<file path="config.mk">
export PLATFORM = sky130hd
export DESIGN_NAME = toy_redirect_ctrl
export DESIGN_NICKNAME = d
export VERILOG_FILES = /design/src/rtl/toy_redirect_ctrl.sv
export SDC_FILE = /design/constraint.sdc
export NUM_CORES = 1
export LEC_CHECK = 0
export CAP_MARGIN = 20
export CORE_ASPECT_RATIO = 0.7
export CORE_MARGIN = 2
export CORE_UTILIZATION = 34
export DETAILED_ROUTE_END_ITERATION = 7
export PLACE_DENSITY = 0.77
export SYNTH_ARGS = -nofsm -noshare
export SYNTH_HDL_FRONTEND = slang
export SYNTH_SLANG_ARGS = --single-unit
export TNS_END_PERCENT = 5
</file>
<file path="constraint.sdc">
create_clock -name clk -period 3.4 [get_ports clk]
set_input_delay 0.51 -clock clk [delete_from_list [all_inputs] [get_ports clk]]
set_output_delay 0.51 -clock clk [all_outputs]
set_load 0.01 [all_outputs]
</file>
<file path="src/rtl/toy_redirect_ctrl.sv">
// Serializes branch, trap, debug and xRET change-of-flow requests into one
// fetch redirect, then holds pc_lock through a short drain window.
module toy_redirect_ctrl #(
    parameter int                    ADDR_WIDTH    = 32,
    parameter int                    DRAIN_CYCLES  = 2,
    parameter logic [ADDR_WIDTH-1:0] DEBUG_PC_ADDR = ADDR_WIDTH'(32'h0000_0800),
    parameter int                    CNT_WIDTH     = 16
) (
    input  logic                  clk,
    input  logic                  rst,
    input  logic                  br_vld,
    input  logic [ADDR_WIDTH-1:0] br_pc,
    output logic                  br_rdy,
    input  logic                  trap_vld,
    input  logic [ADDR_WIDTH-1:0] trap_pc,
    output logic                  trap_rdy,
    input  logic                  dbg_vld,
    output logic                  dbg_rdy,
    input  logic                  xret_vld,
    input  logic [1:0]            xret_type,
    output logic                  xret_rdy,
    input  logic [ADDR_WIDTH-1:0] csr_mepc,
    input  logic [ADDR_WIDTH-1:0] csr_dpc,
    output logic                  redir_vld,
    output logic [ADDR_WIDTH-1:0] redir_pc,
    output logic [1:0]            redir_src,
    input  logic                  redir_rdy,
    output logic                  pc_lock,
    output logic [CNT_WIDTH-1:0]  redir_cnt
);

    localparam int DRAIN_W = (DRAIN_CYCLES < 2) ? 1 : $clog2(DRAIN_CYCLES + 1);
    localparam logic [DRAIN_W-1:0] DRAIN_LOAD = DRAIN_W'(DRAIN_CYCLES);

    localparam logic [1:0] SRC_BR   = 2'd0;
    localparam logic [1:0] SRC_TRAP = 2'd1;
    localparam logic [1:0] SRC_DBG  = 2'd2;
    localparam logic [1:0] SRC_XRET = 2'd3;

    typedef enum logic [1:0] {
        IDLE,
        ISSUE,
        DRAIN
    } state_t;

    state_t                  state;
    logic [DRAIN_W-1:0]      drain_cnt;

    logic                    dbg_win;
    logic                    trap_win;
    logic                    xret_win;
    logic                    br_win;
    logic                    any_vld;
    logic                    in_idle;
    logic                    preempt;
    logic [ADDR_WIDTH-1:0]   next_pc;
    logic [1:0]              next_src;

    // Fixed priority dbg > trap > xret > br.
    assign dbg_win  = dbg_vld;
    assign trap_win = trap_vld & ~dbg_vld;
    assign xret_win = xret_vld & ~dbg_vld & ~trap_vld;
    assign br_win   = br_vld & ~dbg_vld & ~trap_vld & ~xret_vld;
    assign any_vld  = dbg_vld | trap_vld | xret_vld | br_vld;

    assign in_idle = (state == IDLE);
    // A pending branch redirect may be replaced by debug entry, but only if
    // fetch has not already taken the branch this cycle.
    assign preempt = (state == ISSUE) && (redir_src == SRC_BR) && dbg_vld && !redir_rdy;

    assign dbg_rdy  = !rst && ((in_idle && dbg_win) || preempt);
    assign trap_rdy = !rst && in_idle && trap_win;
    assign xret_rdy = !rst && in_idle && xret_win;
    assign br_rdy   = !rst && in_idle && br_win;

    always_comb begin
        next_pc  = br_pc;
        next_src = SRC_BR;
        if (dbg_win) begin
            next_pc  = DEBUG_PC_ADDR;
            next_src = SRC_DBG;
        end else if (trap_win) begin
            next_pc  = trap_pc;
            next_src = SRC_TRAP;
        end else if (xret_win) begin
            next_pc  = (xret_type == 2'b10) ? csr_dpc : csr_mepc;
            next_src = SRC_XRET;
        end
    end

    assign redir_vld = (state == ISSUE);
    assign pc_lock   = (state != IDLE);

    always_ff @(posedge clk or posedge rst) begin
        if (rst) begin
            state     <= IDLE;
            drain_cnt <= '0;
            redir_pc  <= '0;
            redir_src <= SRC_BR;
            redir_cnt <= '0;
        end else begin
            case (state)
                IDLE: begin
                    if (any_vld) begin
                        redir_pc  <= next_pc;
                        redir_src <= next_src;
                        state     <= ISSUE;
                    end
                end
                ISSUE: begin
                    if (redir_rdy) begin
                        if (redir_cnt != {CNT_WIDTH{1'b1}}) begin
                            redir_cnt <= redir_cnt + CNT_WIDTH'(1);
                        end
                        if (DRAIN_CYCLES == 0) begin
                            state <= IDLE;
                        end else begin
                            state     <= DRAIN;
                            drain_cnt <= DRAIN_LOAD;
                        end
                    end else if (preempt) begin
                        redir_pc  <= DEBUG_PC_ADDR;
                        redir_src <= SRC_DBG;
                    end
                end
                DRAIN: begin
                    drain_cnt <= drain_cnt - DRAIN_W'(1);
                    if (drain_cnt == DRAIN_W'(1)) begin
                        state <= IDLE;
                    end
                end
                default: state <= IDLE;
            endcase
        end
    end

endmodule

</file>
# Word-level counts from Yosys, hierarchy flattened
# Index checks and enable logic that the tools add are counted.
[totals] word_cells=70 out_inout_bits=56 regBits=54 input_bits=137
[classes] n_reduce_logical=21 muxes=20 bitwise=12 n_addsub=2 eq_ne=10
[ops] operator="32-bit two-way mux" count=7
[ops] operator="32-bit one-hot mux with 2 select lines" count=1
[ops] operator="2-bit two-way mux" count=9
[ops] operator="16-bit by 1-bit adder with 16-bit output, second input constant" count=1
[ops] operator="16-bit != test, second input constant" count=1
[ops] operator="1-bit logical AND" count=9
[ops] operator="2-bit one-hot mux with 2 select lines" count=2
[ops] operator="1-bit bitwise AND" count=6
[ops] operator="2-bit != test, second input constant" count=3
[ops] operator="2-bit one-hot mux with 3 select lines" count=1
[ops] operator="3-bit AND reduction" count=2
[ops] operator="2-bit nonzero test" count=3
[ops] operator="2-bit by 1-bit equality test with 1-bit output, second input constant" count=2
[ops] operator="2-bit equality test, second input constant" count=2
[ops] operator="2-bit zero test" count=2
[ops] operator="2-bit by 1-bit != test with 1-bit output, second input constant" count=2
[ops] operator="4-bit AND reduction" count=1
[ops] operator="1-bit inverter" count=3
[ops] operator="1-bit bitwise OR" count=3
[ops] operator="1-bit zero test" count=2
[ops] operator="2-bit AND reduction" count=1
[ops] operator="2-bit by 1-bit subtractor with 2-bit output, second input constant" count=1
[ops] operator="1-bit logical OR" count=1

# Depth between registers and ports, before layout
[logic_depth] depth_word=8 ltp_mapped=6 mapped_depth_nobuf=5

# Worst setup path before layout
# Ideal clock, no wire load.
[synth_timing] path_kind="in2out" startpoint="input port rst" endpoint="output port br_rdy" required_time_ns=2.890 slack_ns=0.821 t_arrival_ns=2.069 n_path_buf=0 cell_stages=2 path_cell_list="inv_1 -> and4_1"
[synth_between] elab_chain_len=3
[synth_rtl] item="from (decl)" line_no="10" text="input logic rst,"
[synth_rtl] item="1-bit zero test (no source line)"
[synth_rtl] item="1-bit logical AND (2 in series)" line_no="74" text="assign br_rdy = !rst && in_idle && br_win;"
[synth_rtl] item="to (decl)" line_no="13" text="output logic br_rdy,"
# No other way between the ends.

# Final worst setup path
[layout_timing] startpoint="input port xret_vld" endpoint="output port xret_rdy"
[layout_between] elab_chain_len=3
[layout_rtl] item="from (decl)" line_no="19" text="input logic xret_vld,"
[layout_rtl] item="1-bit bitwise AND (2 in series)" line_no="62" text="assign xret_win = xret_vld & ~dbg_vld & ~trap_vld;"
[layout_rtl] item="1-bit logical AND" line_no="73" text="assign xret_rdy = !rst && in_idle && xret_win;"
[layout_rtl] item="to (decl)" line_no="21" text="output logic xret_rdy,"
# No other way between the ends.

==> results.md <==
- Status: finished, final reports clean
- Average cell area after synthesis: 10.16 µm²
- Worst path arrival time: 2350 ps
- Die height: 86.06 µm
- Drt wl/cell: approximately 16 µm
- P&R area growth vs syn: 66.99%
- DRT Pass-1 Iters: 7
- Distinct cells, synth: 51
- Internal power: 1.886 mW
- First-pass GRT wire length: 16600 µm
- RePlAce Congestion: 0.7796
- Diode count: 0
- Hold WC Path Type: flop to flop
- TritonCTS clock tree: done
- Met3 usage: 5.585%
- CP Class: input port to output port
- Grt ovf: 0
- Antenna violations before repair: 0
- Clock latency on the worst-skew pair: roughly 280 ps
- RSZ-0062 raised after global routing: no
- First-iteration detailed-routing DRC count: 162
- # DRC: 0
- Post-synthesis sequential area ratio: 41.32%
- Pwr Density: around 520 nW/µm²
- Die boundary width: 121.2 µm
- Root buf cell: clkbuf_16
- Mapped Cells: 322
- Vias in the first global route: 3480
- Met1 Use GR: around a quarter
- Seq pwr share: 35.6%
- GRT Util Overall: 19.78%
- Port buffer count: 192
- Grt met2 use: approximately a third
- Antenna viol nets, final: 0
- Drt total wl: 10440 µm
- Worst Path Max Fanout: 7
- Largest net degree at the start of global routing: 55
- Final #Nets: about 650
- Vias: roughly 3300
- Clock tree sinks: 54
- Post-CTS Hold Fix Bufs: 0
- Synth Cell Area: 3271 µm²
- Comb pwr share: between 40% and 50%
- Fin util: about three fifths
- Commonest cells after routing, fill and taps aside: clkdlybuf4s50_1, dfrtp_1, nand2_1
- Synth warnings: 0
- Core area: 9216 µm²
- Worst Skew: 5.565 ps
- Vias per cell: about 5.3
- Startpoint types: input port
- Die Area: 10430 µm²
- Post-cts resize count: 0
- Clock Power Share: between 10% and 20%
- Hpwl dp: 8089 µm
- Number of max-cap violations: 0
- Leak: 2.259 nW
- Top FF cell, synth: dfrtp_1
- CTS buffer count: 5
- Row cnt: 29
- Switching power: 973.1 µW
- Fraction of layout cells with a size suffix above 1: approximately a tenth
- VDD IR max: approximately 0.29 mV
- Post-synth EDFFs: 0
- Setup bufs post-CTS: 0
- Ys async rst share: 100.0%
- Synth Net Count: 461
- Setup violators final: 0
- Max-slew violations: 0
- Synth Register Bits: 54
- Reg clk slew, reported paths: 70 ps
- H-tree lvl count: 2
- Final min period: 2858 ps
- TNS Setup: 0 ps
- Fmax: 349.9 MHz
- Worst Path Required: 2890 ps
- Fill count: 790
- Slew @ Worst Pin: between 1000 and 1500 ps
- Final period util: between 80% and 90%
- Switch share: roughly 34%
- Gr busiest metal: met2
- Commonest non-fill, non-tap cell in the layout: clkdlybuf4s50_1
- IO Count: 193
- Starting Density: 35.49%
- CP endpoint kind: output port
- Rel. slew slack: 32.87%
- Final hold vios: 0
- Worst hold slack: slightly below 500 ps
- CTS Buffer Depth: 2
-- synth_stat cells (2+ instances only) --
library cell / count / area [µm²]
or2b_1: 8 / 60.06
o21ai_1: 4 / 20.02
buf_4: 5 / 37.54
a2111oi_0: 2 / 17.52
nand2_1: 42 / 157.7
xnor2_1: 3 / 26.28
nor2_1: 9 / 33.78
clkbuf_1: 5 / 18.77
xor2_1: 12 / 105.1
a221oi_1: 2 / 17.52
a32o_1: 12 / 120.1
a21oi_1: 5 / 25.02
and3_1: 2 / 12.51
o211a_1: 2 / 20.02
nand2b_1: 6 / 37.54
buf_6: 5 / 56.30
nor3_1: 5 / 25.02
mux2i_1: 14 / 140.1
a222oi_1: 17 / 170.2
dfrtp_1: 54 / 1351
and4_1: 3 / 26.28
nor2b_1: 4 / 25.02
mux2_2: 17 / 191.4
nand4_1: 6 / 37.54
o21ai_0: 16 / 80.08
nand3_1: 6 / 30.03
nor4_1: 4 / 25.02
inv_1: 8 / 30.03
ha_1: 2 / 25.02
nand3b_1: 2 / 15.01
o211ai_1: 13 / 97.59
buf_2: 7 / 35.03
a211oi_1: 2 / 15.01
-- cells by family after synthesis --
logic type,synth area share (%)
AND/OR/NAND/NOR,17.52
AO/OA/AOI/OAI,20.31
flip-flops,41.32
multiplexers,10.48
buffers and inverters,5.585
XOR/XNOR,4.017
adder cells (fa/ha/maj),0.7650
-- per-stage QoR --
stage / cells / power [mW] / instance area (µm²) / setup slack [ps]
6_report: 635 / 2.859 / 5461 / 542.1
5_1_grt: 635 / 3.058 / 5461 / 491.6
4_1_cts: 635 / 2.902 / 5461 / 550.4
3_5_place_dp: 627 / 2.373 / 5310 / 466.5
3_3_place_gp: 627 / 2.337 / 5310 / 550.3
2_1_floorplan: 322 / 1.649 / 3271 / 821.5
-- power by group through the flow --
stage | combinational [mW] | clock, mW | sequential, mW
6_report | 1.33 | 0.515 | 1.02
5_1_grt | 1.45 | 0.558 | 1.05
3_5_place_dp | 1.34 | 0 | 1.03
4_1_cts | 1.35 | 0.533 | 1.02
2_1_floorplan | 0.567 | 0 | 1.08
3_3_place_gp | 1.32 | 0 | 1.02
-- final cells by class --
cell class                      count  area (µm²)  area share, %
Inverter                            8       30.03         0.5498
Multi-Input combinational cell    237        1749          32.03
Tap cell                          124       155.1          2.841
Clock buffer                        6       138.9          2.543
Timing Repair Buffer              204        2024          37.07
Sequential cell                    54        1351          24.74
Clock inverter                      2       12.51         0.2291
-- worst paths after layout --
check                      slack, ps                      from  cells after the start                       end
setup / recovery                 540                  xret_vld                      4                  xret_rdy
hold / removal                   480  redir_pc[19]$_DFFE_PP0P_                      2  redir_pc[19]$_DFFE_PP0P_
setup reg to reg                 990      state[1]$_DFFE_PP0P_                      4   redir_pc[7]$_DFFE_PP0P_
hold reg to reg                  480  redir_pc[19]$_DFFE_PP0P_                      2  redir_pc[19]$_DFFE_PP0P_
max in group asynchronous       2010                       rst                      3  redir_pc[16]$_DFFE_PP0P_
min in group asynchronous        930                       rst                      3  redir_pc[14]$_DFFE_PP0P_
-- routing by layer --
| layer | wire length, µm | part of all wire, % |
|---|---|---|
| met1 | 4392 | 42 |
| met2 | 5207 | 50 |
| met3 | 748 | 7.2 |
| met4 | 92 | 0.88 |
| met5 | 0 | 0 |
-- flip-flops by register name (all words and copies together) (netlist names) --
register   count
redir_pc      32
redir_src      2
drain_cnt      2
state          2
redir_cnt     16
-- critical path, stage by stage --
cell	delay [ps]
clkdlybuf4s50_1	620
or3b_2	510
nor3_1	140
clkdlybuf4s50_1	570
Power figures use the tool's default switching activity.
